[src/rtl/hammer_multi.sv]
// hammer_multi: whack-a-mole hammer for N_HOLES holes, with any number of moles up at once.
// The switches are edge-detected. Each new strike is scored as a hit or a miss, and the
// hit and miss counters saturate instead of wrapping. A miss starts a lockout window,
// and switches are ignored until it expires.
//
//   state      | meaning
//   -----------+-----------------------------------------------------------
//   ST_IDLE    | game not running, no scoring
//   ST_ARMED   | scoring new switch edges against mole_mask
//   ST_LOCKOUT | penalty window after a miss, edges ignored
module hammer_multi #(
   parameter int N_HOLES        = 18,
   parameter int COUNT_W        = 12,
   parameter int LOCKOUT_CYCLES = 50
) (
   input  logic               clk,
   input  logic               reset,
   input  logic               enable,
   input  logic               clear,
   input  logic [N_HOLES-1:0] switches,
   input  logic [N_HOLES-1:0] mole_mask,
   output logic               hit,
   output logic               miss,
   output logic [N_HOLES-1:0] hit_mask,
   output logic [COUNT_W-1:0] hit_count,
   output logic [COUNT_W-1:0] miss_count,
   output logic               locked
);

   localparam logic [1:0] ST_IDLE    = 2'd0;
   localparam logic [1:0] ST_ARMED   = 2'd1;
   localparam logic [1:0] ST_LOCKOUT = 2'd2;

   // lock_cnt only ever holds LOCKOUT_CYCLES-1 down to 0
   localparam int LOCK_W = (LOCKOUT_CYCLES > 1) ? $clog2(LOCKOUT_CYCLES) : 1;
   localparam int PC_W   = $clog2(N_HOLES + 1);
   localparam bit LOCK_EN = (LOCKOUT_CYCLES > 0);
   localparam logic [LOCK_W-1:0] LOCK_INIT =
      LOCK_W'((LOCKOUT_CYCLES > 0) ? LOCKOUT_CYCLES - 1 : 0);

   logic [1:0]          state_q, state_d;
   logic [LOCK_W-1:0]   lock_cnt_q, lock_cnt_d;
   logic [N_HOLES-1:0]  sw_q;
   logic                hit_q, hit_d;
   logic                miss_q, miss_d;
   logic [N_HOLES-1:0]  hit_mask_q, hit_mask_d;
   logic [COUNT_W-1:0]  hit_cnt_q, hit_cnt_d;
   logic [COUNT_W-1:0]  miss_cnt_q, miss_cnt_d;

   logic [N_HOLES-1:0]  edges, hit_e, miss_e;

   function automatic logic [PC_W-1:0] popcnt(input logic [N_HOLES-1:0] v);
      logic [PC_W-1:0] c;
      c = '0;
      for (int i = 0; i < N_HOLES; i++) begin
         c = c + PC_W'(v[i]);
      end
      return c;
   endfunction

   function automatic logic [COUNT_W-1:0] sat_add(input logic [COUNT_W-1:0] a,
                                                  input logic [PC_W-1:0]    b);
      logic [COUNT_W:0] s;
      s = {1'b0, a} + (COUNT_W+1)'(b);
      return s[COUNT_W] ? {COUNT_W{1'b1}} : s[COUNT_W-1:0];
   endfunction

   // A switch that is already high when scoring starts never produces an edge,
   // because sw_q tracks the switches in every state.
   assign edges  = switches & ~sw_q;
   assign hit_e  = edges & mole_mask;
   assign miss_e = edges & ~mole_mask;

   // Next-state, scoring and lockout timer logic
   always_comb begin
      state_d    = state_q;
      lock_cnt_d = lock_cnt_q;
      hit_d      = 1'b0;
      miss_d     = 1'b0;
      hit_mask_d = '0;
      hit_cnt_d  = hit_cnt_q;
      miss_cnt_d = miss_cnt_q;

      if (clear) begin
         hit_cnt_d  = '0;
         miss_cnt_d = '0;
         lock_cnt_d = '0;
         state_d    = enable ? ST_ARMED : ST_IDLE;
      end else begin
         case (state_q)
            ST_IDLE: begin
               if (enable) state_d = ST_ARMED;
            end
            ST_ARMED: begin
               if (!enable) begin
                  state_d = ST_IDLE;
               end else begin
                  hit_d      = |hit_e;
                  miss_d     = |miss_e;
                  hit_mask_d = hit_e;
                  hit_cnt_d  = sat_add(hit_cnt_q, popcnt(hit_e));
                  miss_cnt_d = sat_add(miss_cnt_q, popcnt(miss_e));
                  // Simultaneous hits are still scored above; the miss wins the state change
                  if (LOCK_EN && (|miss_e)) begin
                     state_d    = ST_LOCKOUT;
                     lock_cnt_d = LOCK_INIT;
                  end
               end
            end
            ST_LOCKOUT: begin
               if (!enable) begin
                  state_d    = ST_IDLE;
                  lock_cnt_d = '0;
               end else if (lock_cnt_q == '0) begin
                  state_d = ST_ARMED;
               end else begin
                  lock_cnt_d = lock_cnt_q - LOCK_W'(1);
               end
            end
            default: begin
               state_d    = ST_IDLE;
               lock_cnt_d = '0;
            end
         endcase
      end
   end

   // State, switch history, pulses and counters
   always_ff @(posedge clk or negedge reset) begin
      if (!reset) begin
         state_q    <= ST_IDLE;
         lock_cnt_q <= '0;
         sw_q       <= '0;
         hit_q      <= 1'b0;
         miss_q     <= 1'b0;
         hit_mask_q <= '0;
         hit_cnt_q  <= '0;
         miss_cnt_q <= '0;
      end else begin
         state_q    <= state_d;
         lock_cnt_q <= lock_cnt_d;
         sw_q       <= switches;
         hit_q      <= hit_d;
         miss_q     <= miss_d;
         hit_mask_q <= hit_mask_d;
         hit_cnt_q  <= hit_cnt_d;
         miss_cnt_q <= miss_cnt_d;
      end
   end

   assign hit        = hit_q;
   assign miss       = miss_q;
   assign hit_mask   = hit_mask_q;
   assign hit_count  = hit_cnt_q;
   assign miss_count = miss_cnt_q;
   assign locked     = (state_q == ST_LOCKOUT);

endmodule

[config.mk]
export PLATFORM = sky130hd
export DESIGN_NAME = hammer_multi
export DESIGN_NICKNAME = d
export VERILOG_FILES = /design/src/rtl/hammer_multi.sv
export SDC_FILE = /design/constraint.sdc
export NUM_CORES = 1
export LEC_CHECK = 0
export CAP_MARGIN = 5
export CORE_UTILIZATION = 57
export DETAILED_ROUTE_END_ITERATION = 7
export PLACE_DENSITY = 0.87
export REMOVE_ABC_BUFFERS = 1
export SLEW_MARGIN = 10
export SYNTH_ARGS = -nofsm -noshare
export SYNTH_HDL_FRONTEND = slang
export SYNTH_SLANG_ARGS = --single-unit
[constraint.sdc]
create_clock -name clk -period 8.81 [get_ports clk]
set_clock_uncertainty 0.2 [all_clocks]
set_input_delay 2.2025 -clock clk [delete_from_list [all_inputs] [get_ports clk]]
set_output_delay 2.2025 -clock clk [all_outputs]
set_load 0.03 [all_outputs]
==> flow_summary.rst <==
.. list-table::
   :header-rows: 1

   * - Metric
     - Value
   * - Most frequently used flop master after synthesis
     - sky130_fd_sc_hd__dfrtp_1
   * - Number of search-and-repair iterations in the first detailed-routing pass
     - 4
   * - CTS Hold Buffers Added
     - 0
   * - Boundary pin count
     - 85
   * - Clock tree buffer depth
     - 2
   * - Number of enable flip-flop cells after synthesis
     - 0
   * - Fmax
     - 124.3 MHz
   * - Worst vdd rail ir drop
     - 106.3 µV
   * - Worst slew pin tran
     - 0.8836 ns
   * - Startpoint kind of the worst setup timing path
     - primary input
   * - Dominant cell type by area after synthesis
     - sky130_fd_sc_hd__dfrtp_1
   * - Outcome
     - completed
   * - Starting density of the core
     - 59.45%
   * - Detailed-route via count
     - 3558
   * - Routability-driven placement congestion ratio
     - 0.8727
   * - Crit path kind
     - primary input to flip-flop
   * - Fraction of layout instances using a drive strength above 1
     - 5.964%
   * - Post-synthesis instance area
     - 4335 µm²
   * - Worst path arrival time
     - 8.06 ns
   * - Average size of a mapped cell
     - 10.45 µm²
   * - Number of global-route vias before repair
     - 3531
   * - Detailed-route wire length per cell
     - 17.63 µm
   * - Final critical-path share of the clock period
     - 91.34%
   * - Initial antenna violation count
     - 0
   * - Number of vias per cell
     - 5.910
   * - Clock insertion delay at the later pin of the skew report
     - 0.35 ns
   * - Unique masters post-synth
     - 52
   * - Final count of negative-setup-slack endpoints
     - 0
   * - Standard-cell row count
     - 31
   * - Buf+Inv Stages, Crit Path
     - 4
   * - Dpl hpwl
     - 7.801 mm
   * - Area grow syn2layout
     - 25.51%
   * - Share of async-settable or async-resettable flops after synthesis
     - 100.0%
   * - Post-CTS setup buffer count
     - 0
   * - Worst hold path cell count
     - 1
   * - Cell count after synthesis
     - 415
   * - Path class of the lowest-slack min-delay path
     - flip-flop to flip-flop
   * - Buffer cell driving the clock tree root
     - sky130_fd_sc_hd__clkbuf_8
   * - Delay of the slowest cell on the worst path
     - 0.56 ns
   * - Final worst slack
     - 0.7628 ns
   * - Worst reg2reg startpoint
     - sw_q[12]
   * - Total of buffers placed on input and output ports
     - 84
   * - Setup slack after placement
     - 0.4287 ns
   * - Die span in y
     - 89.21 µm
   * - Final critical path time including I/O delays and setup
     - 8.047 ns
   * - Global-route total usage across every layer
     - 28.58%
   * - Die X-Extent
     - 89.21 µm
   * - R2r worst-path depth
     - 17
   * - Flop and latch count out of synthesis
     - 70
   * - Number of nets in the final layout
     - 597
   * - Total negative slack
     - 0 ns
   * - Pin count of the biggest net entering global routing
     - 71
   * - Required time reported for the critical path endpoint
     - 8.82 ns
   * - Worst Hold Slack
     - 0.3362 ns
   * - Number of non-filler instances in the completed layout
     - 602
   * - Core box area
     - 7292 µm²
   * - Reg2reg end
     - miss_count[9]
   * - Number of clock sinks seen by CTS
     - 70
   * - Worst min-delay path startpoint
     - hit_count[10]
   * - Number of levels in the clock H-tree
     - 3
   * - Detailed router's first-iteration violation count
     - 137
   * - Part of the power in combinational logic
     - 36.5%
   * - Commonest non-fill, non-tap cell in the layout
     - sky130_fd_sc_hd__clkdlybuf4s50_1
   * - Kind of capture point of the worst setup path
     - flip-flop
   * - CP Cell Sequence
     - clkdlybuf4s50_1 > or3b_2 > fa_1 > inv_1 > fa_1 > inv_1 > fa_1 > fa_1 > inv_1 > fa_1 > fa_1 > fa_1 > a21o_1 > a21oi_2 > o21a_1 > o41a_1 > a31o_1 > a21oi_2
   * - Synth top area share
     - 40.40%
   * - Critical path fanouts, max
     - 8
   * - Post-route ant nets
     - 0
   * - Remaining DRCs
     - 0
   * - Hold endpoint
     - hit_count[10]
   * - Number of cells after detailed placement
     - 587
   * - Max-slew violations
     - 0
   * - Count of yosys warnings during synthesis
     - 0
   * - Number of cells upsized or downsized after cts
     - 0
   * - RSZ-0062 raised after global routing
     - no
   * - Net switching fraction of the power
     - 34.94%
   * - Cell internal power dissipation
     - 629.6 µW
   * - Clock tree from TritonCTS
     - yes
   * - Number of hold violations in the final report
     - 0
   * - Antenna cells
     - 0
   * - Most Frequent Cell on Critical Path
     - sky130_fd_sc_hd__fa_1
   * - Leak Pwr
     - 2.553 nW
   * - Routed WL
     - 10.61 mm
   * - Switching power
     - 338.1 µW
   * - Power per Cell Area
     - 177.8 nW/µm²
   * - First-pass GRT wire length
     - 16.84 mm
   * - Worst setup slack for register-to-register paths
     - 2.73 ns
   * - Slowest-stage cell, CP
     - sky130_fd_sc_hd__fa_1
   * - Worst max-slew margin expressed relative to the limit
     - 41.09%
   * - Inserted Clock Buffers
     - 9
   * - Clk pwr share
     - 26.4%
   * - Top cells by area in the synthesized netlist
     - sky130_fd_sc_hd__dfrtp_1 (40%), sky130_fd_sc_hd__fa_1 (12%), sky130_fd_sc_hd__ha_1 (9.2%)
   * - Sequential fraction of the synthesis area
     - 40.40%
   * - Family with the most delay on the worst path
     - adder cells
   * - Register clock-pin slew on the reported worst setup and hold paths
     - 0.08 ns
   * - Fill count
     - 515
   * - Total congestion overflow
     - 0
   * - Maximum Capacitance Violations
     - 0
   * - Commonest cells after routing, fill and taps aside
     - sky130_fd_sc_hd__clkdlybuf4s50_1 (83), sky130_fd_sc_hd__dfrtp_1 (70), sky130_fd_sc_hd__inv_1 (46), sky130_fd_sc_hd__nor2_1 (41), sky130_fd_sc_hd__ha_1 (32)
   * - Die footprint
     - 7958 µm²
   * - Final total power
     - 967.7 µW
   * - Sequential share of power
     - 37.1%
[synthesized netlist by cell type (3+ instances only)]
cell                        number
sky130_fd_sc_hd__dfrtp_1        70
sky130_fd_sc_hd__inv_1          46
sky130_fd_sc_hd__nor2_1         41
sky130_fd_sc_hd__ha_1           32
sky130_fd_sc_hd__fa_1           26
sky130_fd_sc_hd__a21oi_1        20
sky130_fd_sc_hd__o21ai_0        20
sky130_fd_sc_hd__nand3b_1       18
sky130_fd_sc_hd__nor3b_1        15
sky130_fd_sc_hd__nand2_1        11
sky130_fd_sc_hd__a31oi_1         9
sky130_fd_sc_hd__nand4_1         9
sky130_fd_sc_hd__clkbuf_1        8
sky130_fd_sc_hd__nor3_1          8
sky130_fd_sc_hd__a21o_1          6
sky130_fd_sc_hd__xnor2_1         6
sky130_fd_sc_hd__and3_1          5
sky130_fd_sc_hd__a211oi_1        4
sky130_fd_sc_hd__buf_2           4
sky130_fd_sc_hd__nor4_1          4
sky130_fd_sc_hd__a21oi_2         3
sky130_fd_sc_hd__a32o_1          3
sky130_fd_sc_hd__a41o_1          3
sky130_fd_sc_hd__nand2b_1        3
sky130_fd_sc_hd__nor2b_1         3
sky130_fd_sc_hd__o2bb2ai_1       3
sky130_fd_sc_hd__or3b_2          3
[sequential cells by signal (all words and copies together), names as in the netlist]
name        cells
miss_count     12
hit_mask       18
hit_count      12
state_q         2
sw_q           18
miss            1
hit             1
lock_cnt_q      6
[stage by stage]
stage / instance area (µm²) / utilization (%)
after CTS: 5441 / 74.62
after global placement: 5253 / 72.03
final: 5441 / 74.62
after detailed placement: 5253 / 72.03
after floorplan: 4285 / -
after global routing: 5441 / 74.62
[cell families (layout without fill, tap and decap cells)]
family,count (synthesis),after routing,share of synthesized area [%]
buffers and inverters,58,146,5.137
adders and majority gates,58,58,21.24
and+or+nand+nor,128,128,16.59
xor gates and xnor gates,8,8,1.616
muxes,3,3,0.8080
AOI/OAI and AO/OA,90,90,14.20
DFF,70,70,40.40
[layout make-up]
cell class | count | area (µm²) | share of cell area (%)
Clock inverter | 4 | 47.55 | 0.8738
Multi-Input combinational cell | 287 | 2361 | 43.39
Timing Repair Buffer | 85 | 843.3 | 15.50
Sequential cell | 70 | 1752 | 32.19
Inverter | 46 | 172.7 | 3.173
Clock buffer | 11 | 141.4 | 2.598
Tap cell | 99 | 123.9 | 2.276
[metal layers]
metal  vias to the layer above  track usage, %  wire (µm)
met4                         0           14.57        347
met3                        28           4.894        609
met1                      1766           35.45       4383
met5                         -               0          0
met2                       136           48.30       5270
li1                       1628               -          -
[power by group through the flow]
stage | combinational, mW | sequential [mW] | clock [mW]
2_1_floorplan | 0.214 | 0.383 | 0
3_3_place_gp | 0.333 | 0.363 | 0
3_5_place_dp | 0.345 | 0.364 | 0
4_1_cts | 0.353 | 0.359 | 0.258
5_1_grt | 0.394 | 0.361 | 0.273
6_report | 0.353 | 0.359 | 0.255
[worst max path at each step]
stage                             start            end  slack, ns  depth (start not counted)
after global routing       switches[12]  miss_count[9]       0.57                         18
after detailed placement   switches[12]  miss_count[9]       0.43                         18
after CTS                  switches[12]  miss_count[9]       0.78                         18
final                      switches[12]  miss_count[9]       0.76                         18
after global placement     switches[12]  miss_count[9]       0.60                         18
after floorplan           mole_mask[12]  miss_count[7]       1.34                         17
(Power assumes the default switching activity.)
